$ cat src/rtl/gf180mcu_fd_sc_mcu9t5v0__dglitch_inv.sv
// Synchronizing deglitch filter with inverted, registered output.
// A level must hold FILT_CNT enabled clocks past the synchronizer to be accepted.
module gf180mcu_fd_sc_mcu9t5v0__dglitch_inv #(
   parameter int SYNC_STAGES = 2,
   parameter int FILT_CNT    = 4
) (
   input  logic CLK,
   input  logic RN,
   input  logic EN,
   input  logic I,
   output logic ZN,
   output logic EDGE
);

   localparam int CNT_W = $clog2(FILT_CNT + 1);

   logic [SYNC_STAGES-1:0] r_sync;
   logic [CNT_W-1:0]       r_cnt;
   logic                   r_zn;
   logic                   r_edge;
   logic                   w_s;
   logic                   w_mis;
   logic                   w_done;

   assign w_s    = r_sync[SYNC_STAGES-1];
   // r_zn holds the inverted accepted level, so a mismatch is s == r_zn
   assign w_mis  = (w_s == r_zn);
   assign w_done = (r_cnt == CNT_W'(FILT_CNT - 1));

   always_ff @(posedge CLK) begin
      if (!RN) begin
         r_sync <= '0;
         r_cnt  <= '0;
         r_zn   <= 1'b1;
         r_edge <= 1'b0;
      end else begin
         r_sync <= {r_sync[SYNC_STAGES-2:0], I};
         r_edge <= 1'b0;
         if (EN) begin
            if (!w_mis) begin
               r_cnt <= '0;
            end else if (w_done) begin
               r_zn   <= ~r_zn;
               r_cnt  <= '0;
               r_edge <= 1'b1;
            end else begin
               r_cnt <= r_cnt + CNT_W'(1);
            end
         end
      end
   end

   assign ZN   = r_zn;
   assign EDGE = r_edge;

endmodule
$ cat config.mk
export PLATFORM = sky130hd
export DESIGN_NAME = gf180mcu_fd_sc_mcu9t5v0__dglitch_inv
export DESIGN_NICKNAME = d
export VERILOG_FILES = /design/src/rtl/gf180mcu_fd_sc_mcu9t5v0__dglitch_inv.sv
export SDC_FILE = /design/constraint.sdc
export NUM_CORES = 1
export LEC_CHECK = 0
export BUFFER_PORTS_ARGS = -buffer_cell sky130_fd_sc_hd__buf_2
export CORE_AREA = 3 3 40 42
export CTS_BUF_LIST = sky130_fd_sc_hd__clkbuf_8 sky130_fd_sc_hd__clkbuf_16
export DETAILED_ROUTE_END_ITERATION = 8
export DIE_AREA = 0 0 43 45
export SYNTH_ARGS = -nofsm -noshare
export SYNTH_HDL_FRONTEND = slang
export SYNTH_SLANG_ARGS = --single-unit
export TNS_END_PERCENT = 10
$ cat constraint.sdc
create_clock -name CLK -period 0.9 [get_ports CLK]
set_input_delay 0.09 -clock CLK [delete_from_list [all_inputs] [get_ports CLK]]
set_output_delay 0.09 -clock CLK [all_outputs]
set_load 0.01 [all_outputs]
* Word-level counts from Yosys, hierarchy flattened
Index checks and enable logic that the tools add are counted.
Word-level totals: logic and storage cells 13, bits in registers 7, input bits 4
Operators by class: eq/ne operators 2, bitwise logic cells 1, $add $sub $neg 1, multiplexer cells 3, reduce and logical (&&, ||, !) cells 2
Operators by type and width (count):
- $mux W3 | 2
- $reduce_and A3 Y1 | 2
- $add A3 B1 Y3 const B | 1
- $eq A3 B2 Y1 const B | 1
- $eq A1 B1 Y1 | 1
- $mux W1 | 1
- $not A1 Y1 | 1

* Depth between registers and ports, before layout
Gate-level depths: netlist of the first run.
depth after elaboration 3, depth in mapped cells 4, gate-level depth less buffers 4

* Worst setup path after synthesis of the first run
No wires, ideal clock.
kind register to register, start point register r_cnt[0], end point register r_cnt[0], required time 0.831 ns, setup slack 0.027 ns, clock period less this slack 0.873 ns, data arrival time 0.804 ns, stages on the path, launching flop included 5, path through dfxtp_1 > ha_1 > nand2b_1 > nand4_1 > o21ai_1
On the way: word-level cells in the longest chain between the ends 3, elaborated cells on any way between the ends 4
RTL lines:
- start, declared | line 18 | logic [CNT_W-1:0] r_cnt;
- start signal, assigned | line 47 | r_cnt <= r_cnt + CNT_W'(1);
- $add A3 B1 Y3 / $eq A3 B2 Y1 (equally long branches) | line 47, 28
- $mux W3 * | line 42 | end else if (w_done) begin
- $mux W3 * | line 40 | if (!w_mis) begin
Every way passes the cells marked *; elsewhere a longest branch is shown, timed or not. A chain may end at the register's enable or synchronous reset.

* Worst setup path in the final report of the first run
start point register r_cnt[1], end point register r_zn, in the netlist ZN
On the way: word-level cells in the longest chain between the ends 2
RTL lines:
- $eq A3 B2 Y1 | line 28 | assign w_done = (r_cnt == CNT_W'(FILT_CNT - 1));
- $reduce_and A3 Y1 (no source line)
- end signal, assigned | line 43 | r_zn <= ~r_zn;
- end, declared | line 19 | logic r_zn;
Every way passes these cells.

==> impl_metrics.json, run 1 <==
{
  "run_status": "complete, no violations",
  "finalMaxSlewViolations": 0,
  "fmax_mhz": 1130,
  "power.density_nw_per_um2": 1880,
  "slew_headroom_pct": 88.6,
  "dr.first_iter.drc_count": 4,
  "critPathLaunchType": "flip-flop",
  "max_cap_viol_count": 0,
  "startpoint": "r_cnt[1]",
  "insertedDiodeCount": 0,
  "wl_um": 482,
  "synth-seq-cells": 7,
  "rsz0062_at_grt": "yes",
  "post-dp-hpwl_um": 360,
  "cts_sinks": 7,
  "dieArea_um2": 1940,
  "hold_depth": 2,
  "crit_required_ps": 1000,
  "ys_seq_area_share_pct": 52.6,
  "vdd_ir_drop_max_v": 0.000639,
  "leakage_nw": 0.170,
  "synth_top_area_cell": "dfxtp_1",
  "dpl-instance-area_um2": 333,
  "core_area_um2": 1280,
  "grt_use_met1_pct": 7.28,
  "path_class": "reg -> reg",
  "clk_transition_reported_paths_ps": 40,
  "worst_pin_slew_ps": 170,
  "synthTopCellsByArea": "dfxtp_1 53%, xnor2_2 6.1%, nand2_1 5.6%",
  "synthSimpleGateAreaFrac_pct": 26.8,
  "fin_crit_ps": 881,
  "dp_cells": 50,
  "drt-wirelength-per-cell_um": 8.93,
  "yosysTopAreaCellShare_pct": 52.6,
  "fin_setup_tns_ps": 0,
  "timing.rr.end": "ZN",
  "ant_nets": 0,
  "postSynthCellCount": 27,
  "std_cell_rows": 13,
  "fp.dieW_um": 43,
  "synth-compound-area-share_pct": 8.45,
  "crit_arrival_ps": 980,
  "io_pins": 6,
  "use_met3_pct": 3.59,
  "finalNetCount": 45,
  "postCtsSetupRepairBufs": 0,
  "critPathMaxFanout": 3,
  "grt_start_max_net_pins": 8,
  "gp_routability_congestion": 0.611,
  "nFillCells": 137,
  "power_w": 0.000774,
  "final_cells": 54,
  "grt_pass1_vias": 202,
  "reg2reg_depth": 4,
  "initial_utilization_pct": 20.7,
  "cp-endpoint": "ZN",
  "synth_top_family_by_area": "simple AND/OR/NAND/NOR gates",
  "ys.flop_type": "dfxtp_1",
  "async_flop_share_pct": 0,
  "cts_buffer_depth": 2,
  "design_area_um2": 412,
  "grt-ovfl-total": 0,
  "cts_tree": "yes",
  "hold_violations": 0,
  "grt_use_total_pct": 6.59,
  "reg2reg_from": "r_cnt[1]",
  "vias": 216,
  "worst_slack_ps": 18.7,
  "synth_xor_area_share_pct": 6.10,
  "route.detailed.drc": 0,
  "port-buffer-count": 5,
  "antenna_found_initial": 0,
  "avgSynthCellArea_um2": 9.87,
  "layout_common_cells": "4 x dfxtp_1, 4 x nand2_1, 4 x buf_2",
  "dieHeight_um": 45,
  "insertion_delay_ps": 230,
  "use_met2_pct": 7.49,
  "avgViaCountPerCell": 4.00,
  "area_growth_pct": 54.5,
  "period_share_pct": 97.9,
  "r2r_slack_ps": 20,
  "ys_types": 15,
  "drive_gt1_share_pct": 48.7,
  "firstDrtPassIters": 2,
  "ys_warn_count": 0,
  "numCtsBuffers": 3,
  "gr-max-usage-layer": "met4",
  "synth_mux_area_share_pct": 0,
  "finClkSkew_ps": 3.24,
  "synth_area_um2": 267,
  "grt_pass1_wl_um": 814,
  "post-place-ws_ps": -68.3,
  "synth-edff-count": 0,
  "synth_nets": 32,
  "finalSetupViolCount": 0,
  "crit_path_end_kind": "flip-flop",
  "synthAdderAreaFrac_pct": 4.69,
  "htree_levels": 1,
  "holdCritPathClass": "in -> reg",
  "root_buffer": "clkbuf_8"
}
through the flow:
stage / hold WS (ps) / util (%)
global placement: 295 / 25.9
CTS: 67.6 / 31.2
global route: 77.7 / 32.0
floorplan: 177 / -
finish: 72.1 / 32.0
detailed placement: 300 / 25.9
kinds of logic after synthesis:
kind of cell | after synthesis
DFF | 7
xor gates and xnor gates | 1
AOI/OAI and AO/OA | 4
buffers and inverters | 1
and+or+nand+nor | 13
adders and majority gates | 1
how the worst min path moves through the flow:
| stage | endpoint | startpoint |
|---|---|---|
| floorplan | r_cnt[2] | EN |
| global placement | r_sync[0] | I |
| detailed placement | r_sync[0] | I |
| CTS | r_sync[0] | I |
| global route | r_sync[0] | I |
| finish | r_sync[0] | I |
worst max-delay path, stage by stage (launching register included):
cell	delay, ps
dfxtp_2	340
ha_4	160
nand3b_1	100
nand2_1	80
o211ai_1	80
Yosys cell counts, drive strengths merged (2+ instances only):
cell type and count:
o21ai 2, and2 2, nand2b 2, nand2 4
dfxtp 7
power by group:
| part | total (W) | switching (W) | internal (W) |
|---|---|---|---|
| Clock | 0.000425 | 0.000131 | 0.000294 |
| Sequential | 0.000321 | 0.00000324 | 0.000317 |
| Combinational | 0.0000281 | 0.0000137 | 0.0000144 |
| Total | 0.000774 | 0.000147 | 0.000626 |
area by class of cell:
type | count | area (µm²) | share of cell area, %
inverter | 1 | 3.75 | 0.912
tap | 15 | 18.8 | 4.56
clock inverter | 1 | 3.75 | 0.912
multi-input combinational | 19 | 146 | 35.6
clock buffer | 3 | 41.3 | 10.0
timing repair buffer | 8 | 53.8 | 13.1
sequential | 7 | 144 | 35.0
per-layer routing:
| metal | wire, µm | up-vias |
|---|---|---|
| met3 | 41 | 4 |
| met2 | 205 | 7 |
| met4 | 25 | 0 |
| met5 | 0 | - |
| met1 | 209 | 92 |
| li1 | - | 113 |
timing repair:
action,CTS,global route
pin swaps,3,1
resized for setup,6,2
hold buffers,0,0
endpoints found under the setup margin,6,4
state kept, by name (all words and copies together), names as in the netlist:
| name | cells |
|---|---|
| ZN | 1 |
| EDGE | 1 |
| r_sync | 2 |
| r_cnt | 3 |
No activity file was read; power rests on OpenSTA's default activity.
==> run 2, diff against run 1 <==
--- a/config.mk
+++ b/config.mk
@@ -5,11 +5,11 @@
 export SDC_FILE = /design/constraint.sdc
 export NUM_CORES = 1
 export LEC_CHECK = 0
-export BUFFER_PORTS_ARGS = -buffer_cell sky130_fd_sc_hd__buf_2
 export CORE_AREA = 3 3 40 42
 export CTS_BUF_LIST = sky130_fd_sc_hd__clkbuf_8 sky130_fd_sc_hd__clkbuf_16
 export DETAILED_ROUTE_END_ITERATION = 8
 export DIE_AREA = 0 0 43 45
+export DONT_BUFFER_PORTS = 1
 export SYNTH_ARGS = -nofsm -noshare
 export SYNTH_HDL_FRONTEND = slang
 export SYNTH_SLANG_ARGS = --single-unit
==> run 2 against run 1 <==
  * The flow now finishes with violations (negative setup slack)
  * Wire length grew 21%
  * Combinational power grew 11%
  * Clock power is essentially flat
  * Clock skew shrank 0.63 ps
  * Non-clock buffer count is the same
  * Hold slack lost 68 ps
  * First-iteration DRC count shrank 100%
  * Die area is the same
  * Setup slack lost 19 ps
==> impl_metrics.json, run 2 (same netlist as run 1, synthesis figures left out) <==
{
  "holdCritPathClass": "in -> reg",
  "power_w": 0.000778,
  "grt_pass1_vias": 233,
  "area_growth_pct": 59.6,
  "root_buffer": "clkbuf_8",
  "dr.first_iter.drc_count": 0,
  "slowest_delay_ps": 340,
  "nFillCells": 142,
  "dpl-instance-area_um2": 308,
  "vias": 226,
  "crit_arrival_ps": 1050,
  "finalNetCount": 45,
  "drt-wirelength-per-cell_um": 10.8,
  "drive_gt1_share_pct": 41.0,
  "gp_routability_congestion": 0.601,
  "run_status": "finished, violations left",
  "design_area_um2": 425,
  "max_cap_viol_count": 0,
  "insertedDiodeCount": 0,
  "wl_met1_um": 232,
  "slew_headroom_pct": 87.4,
  "crit_path_end_kind": "flip-flop",
  "insertion_delay_ps": 230,
  "critPathLaunchType": "flip-flop",
  "fin_setup_tns_ps": -0.0788,
  "numCtsBuffers": 3,
  "largestRegisters": "r_cnt x3, r_sync x2",
  "fmax_mhz": 1110,
  "cp_slowest_cell": "dfxtp_4",
  "antenna_found_initial": 0,
  "dieHeight_um": 45,
  "finalMaxSlewViolations": 0,
  "io_pins": 6,
  "finalSetupViolCount": 1,
  "cts_buffer_depth": 2,
  "std_cell_rows": 13,
  "critPathMaxFanout": 3,
  "port-buffer-count": 0,
  "grt-ovfl-total": 0,
  "layout_common_cells": "5 x buf_4, 4 x nand2_1",
  "layout_commonest_cell": "buf_4",
  "clk_transition_reported_paths_ps": 40,
  "avgViaCountPerCell": 4.19,
  "post-dp-hpwl_um": 341,
  "fp.dieW_um": 43,
  "hold_violations": 0,
  "htree_levels": 1,
  "initial_utilization_pct": 20.7,
  "utilization_pct": 33.1,
  "firstDrtPassIters": 1,
  "largest_register": "r_cnt",
  "leakage_nw": 0.171,
  "rsz0062_at_grt": "yes",
  "worst_slack_ps": -0.0788,
  "violations": "negative setup slack",
  "wl_met2_um": 290,
  "wl_met3_um": 60,
  "path_class": "reg -> reg",
  "ant_nets": 0,
  "period_share_pct": 100,
  "grt_pass1_wl_um": 966,
  "post-place-ws_ps": -38.3,
  "route.detailed.drc": 0,
  "grt_use_total_pct": 7.50,
  "vdd_ir_drop_max_v": 0.000979,
  "cts_sinks": 7,
  "worstPathCellList": "ha_4, nand2b_4, nand4_1, o21ai_1",
  "wl_um": 583,
  "worst_pin_slew_ps": 189,
  "grt_start_max_net_pins": 5,
  "fin_crit_ps": 900,
  "power.density_nw_per_um2": 1830,
  "crit_required_ps": 1050,
  "dieArea_um2": 1940,
  "routed.top_layer": "met3",
  "finClkSkew_ps": 2.60,
  "core_area_um2": 1280,
  "cts_tree": "yes",
  "largest_reg_flops": 3
}
-- run 2: per-stage QoR --
stage	hold WS, ps	cells
floorplan	177	27
global placement	179	45
detailed placement	183	45
CTS	0.710	54
global route	7.25	54
finish	4.09	54
-- run 2: report_power, final --
group / switching, W / internal, W / leakage (nW)
registers: 0.00000353 / 0.000315 / 0.0581
clock network: 0.000134 / 0.000295 / 0.0269
logic: 0.0000105 / 0.0000207 / 0.0855
-- run 2: layout make-up --
| cell class | count | area (µm²) | share of cell area (%) |
|---|---|---|---|
| clock inverter | 1 | 3.75 | 0.882 |
| clock buffer | 3 | 41.3 | 9.71 |
| inverter | 1 | 3.75 | 0.882 |
| timing repair buffer | 8 | 67.6 | 15.9 |
| multi-input combinational | 19 | 143 | 33.5 |
| tap | 15 | 18.8 | 4.41 |
| sequential | 7 | 148 | 34.7 |
-- run 2: final timing paths --
path / startpoint / endpoint / slack [ps] / cells after the start
setup / recovery: r_cnt[1] / r_cnt[0] / -0.08 / 4
hold / removal: RN / EDGE / 4 / 2
setup reg to reg: r_cnt[1] / r_cnt[0] / -0.08 / 4
hold reg to reg: r_sync[0] / r_sync[1] / 430 / 1
-- run 2: critical path: cells and delay by family, from the launching register on --
kind	cells	cell delay (ps)
and+or+nand+nor	2	170
DFF	1	340
AOI/OAI and AO/OA	1	140
adders and majority gates	1	170
-- run 2: routing by layer --
metal | vias to the layer above | track usage (%)
met2 | 7 | 11.4
met4 | 0 | 3.61
met3 | 0 | 6.37
met1 | 104 | 7.25
met5 | - | 0
li1 | 115 | -
-- run 2: repair_timing --
action,CTS,global route
gates cloned,0,0
hold endpoints to repair,5,0
setup buffers,2,0
setup endpoints to repair,3,4
hold buffers,3,0
gates resized for setup,5,3
pin swaps,4,6
==> run 3, diff against run 2 <==
--- a/config.mk
+++ b/config.mk
@@ -10,6 +10,8 @@
 export DETAILED_ROUTE_END_ITERATION = 8
 export DIE_AREA = 0 0 43 45
 export DONT_BUFFER_PORTS = 1
+export GPL_ROUTABILITY_DRIVEN = 0
+export PLACE_DENSITY = 0.33
 export SYNTH_ARGS = -nofsm -noshare
 export SYNTH_HDL_FRONTEND = slang
 export SYNTH_SLANG_ARGS = --single-unit
==> run 3 against run 2 <==
  * The flow still finishes with violations (negative setup slack)
  * Final cell count fell by 1.9%
  * Critical path depth unchanged
  * Sequential share of layout area is 0.27 points lower
  * Utilization fell by 0.58 points
  * Setup slack got worse by 2.2 ps
  * Clock skew is 1.3 ps higher
  * Flip-flop and latch count stayed put
  * Final area is 1.8% lower
  * Global-route usage down 0.49 points
  * Critical endpoint is now ZN
==> impl_metrics.json, run 3 (same netlist as run 1, synthesis figures left out) <==
{
  "run_status": "finished, violations left",
  "violations": "negative setup slack",
  "dieArea_um2": 1940,
  "fp.dieW_um": 43,
  "largest_register": "r_cnt",
  "grt_pass1_wl_um": 903,
  "slew_headroom_pct": 88.0,
  "grt_pass1_vias": 208,
  "dpl-instance-area_um2": 308,
  "finClkSkew_ps": 3.90,
  "fin_setup_tns_ps": -2.32,
  "finalMaxSlewViolations": 0,
  "htree_levels": 1,
  "initial_utilization_pct": 20.7,
  "firstDrtPassIters": 2,
  "period_share_pct": 100,
  "drive_gt1_share_pct": 39.5,
  "insertedDiodeCount": 0,
  "ant_nets": 0,
  "largest_reg_flops": 3,
  "power.density_nw_per_um2": 1880,
  "root_buffer": "clkbuf_8",
  "critPathLaunchType": "flip-flop",
  "design_area_um2": 418,
  "hold_violations": 0,
  "rsz0062_at_grt": "yes",
  "wl_um": 548,
  "grt_start_max_net_pins": 6,
  "port-buffer-count": 0,
  "max_cap_viol_count": 0,
  "layout_common_cells": "4 x dfxtp_1, 4 x nand2_1, 4 x buf_4",
  "antenna_found_initial": 0,
  "std_cell_rows": 13,
  "leakage_nw": 0.166,
  "hold_ws_ps": 42.6,
  "crit_arrival_ps": 1000,
  "cts_tree": "yes",
  "grt_use_total_pct": 7.01,
  "utilization_pct": 32.5,
  "grt-ovfl-total": 0,
  "path_class": "reg -> reg",
  "critPathMaxFanout": 3,
  "core_area_um2": 1280,
  "clk_transition_reported_paths_ps": 40,
  "fmax_mhz": 1110,
  "avgViaCountPerCell": 4.21,
  "worst_slack_ps": -2.32,
  "crit_path_end_kind": "flip-flop",
  "insertion_delay_ps": 230,
  "crit_required_ps": 1000,
  "area_growth_pct": 56.8,
  "route.detailed.drc": 0,
  "io_pins": 6,
  "holdCritPathClass": "in -> reg",
  "finalSetupViolCount": 1,
  "finalNetCount": 44,
  "dr.first_iter.drc_count": 5,
  "post-dp-hpwl_um": 345,
  "numCtsBuffers": 3,
  "vdd_ir_drop_max_v": 0.000888,
  "cts_buffer_depth": 2,
  "fin_crit_ps": 902,
  "drt-wirelength-per-cell_um": 10.3,
  "cts_sinks": 7,
  "worst_pin_slew_ps": 180,
  "vias": 223,
  "largestRegisters": "r_cnt x3, r_sync x2",
  "dieHeight_um": 45
}
[run 3: changes by cell type in the layout (fill, tap and decap cells not counted)]
cell	before	now
dfxtp_1	3	4
a21oi_2	0	1
dfxtp_4	1	0
buf_4	5	4
a21oi_1	1	0
[run 3: worst max-delay path, cell delays in order, from the launching register on]
cell      delay (ps)
dfxtp_2          340
ha_4             160
nand3b_1         100
nand2_1           80
o211ai_1          80
[run 3: stage by stage]
stage                     power (W)  setup slack [ps]  instances
after global placement     0.000340             -46.3         45
after global routing       0.000837             -52.8         53
after CTS                  0.000796             -1.18         52
final                      0.000787             -2.32         53
after detailed placement   0.000340             -50.3         45
after floorplan            0.000337              26.7         27
[run 3: final timing paths]
path             start         to  slack, ps  depth (start not counted)
max           r_cnt[0]         ZN         -2                          4
min reg2reg  r_sync[0]  r_sync[1]        440                          1
max reg2reg   r_cnt[0]         ZN         -2                          4
min                 RN   r_cnt[0]         40                          2
[run 3: final cells by class]
class | count | area (µm²)
fill | 134 | 867
sequential | 7 | 144
inverter | 1 | 3.75
tap | 15 | 18.8
clock inverter | 1 | 3.75
multi-input combinational | 19 | 146
clock buffer | 3 | 41.3
timing repair buffer | 7 | 60.1
[run 3: what timing repair did]
| action | CTS | global route |
|---|---|---|
| gates resized for setup | 4 | 3 |
| hold buffers | 3 | 0 |
| setup buffers | 0 | 1 |
| setup endpoints to repair | 4 | 4 |
| hold endpoints to repair | 5 | 0 |
| pin swaps | 4 | 5 |
[run 3: power breakdown]
group          total [W]  switching (W)  internal [W]
Clock           0.000433       0.000138      0.000295
Sequential      0.000321     0.00000352      0.000318
Combinational  0.0000324      0.0000119     0.0000206
[run 3: layer usage]
layer	wire, µm	track usage, %
met3	51	6.37
met2	242	8.08
met1	254	7.75
met5	0	0
met4	0	5.42
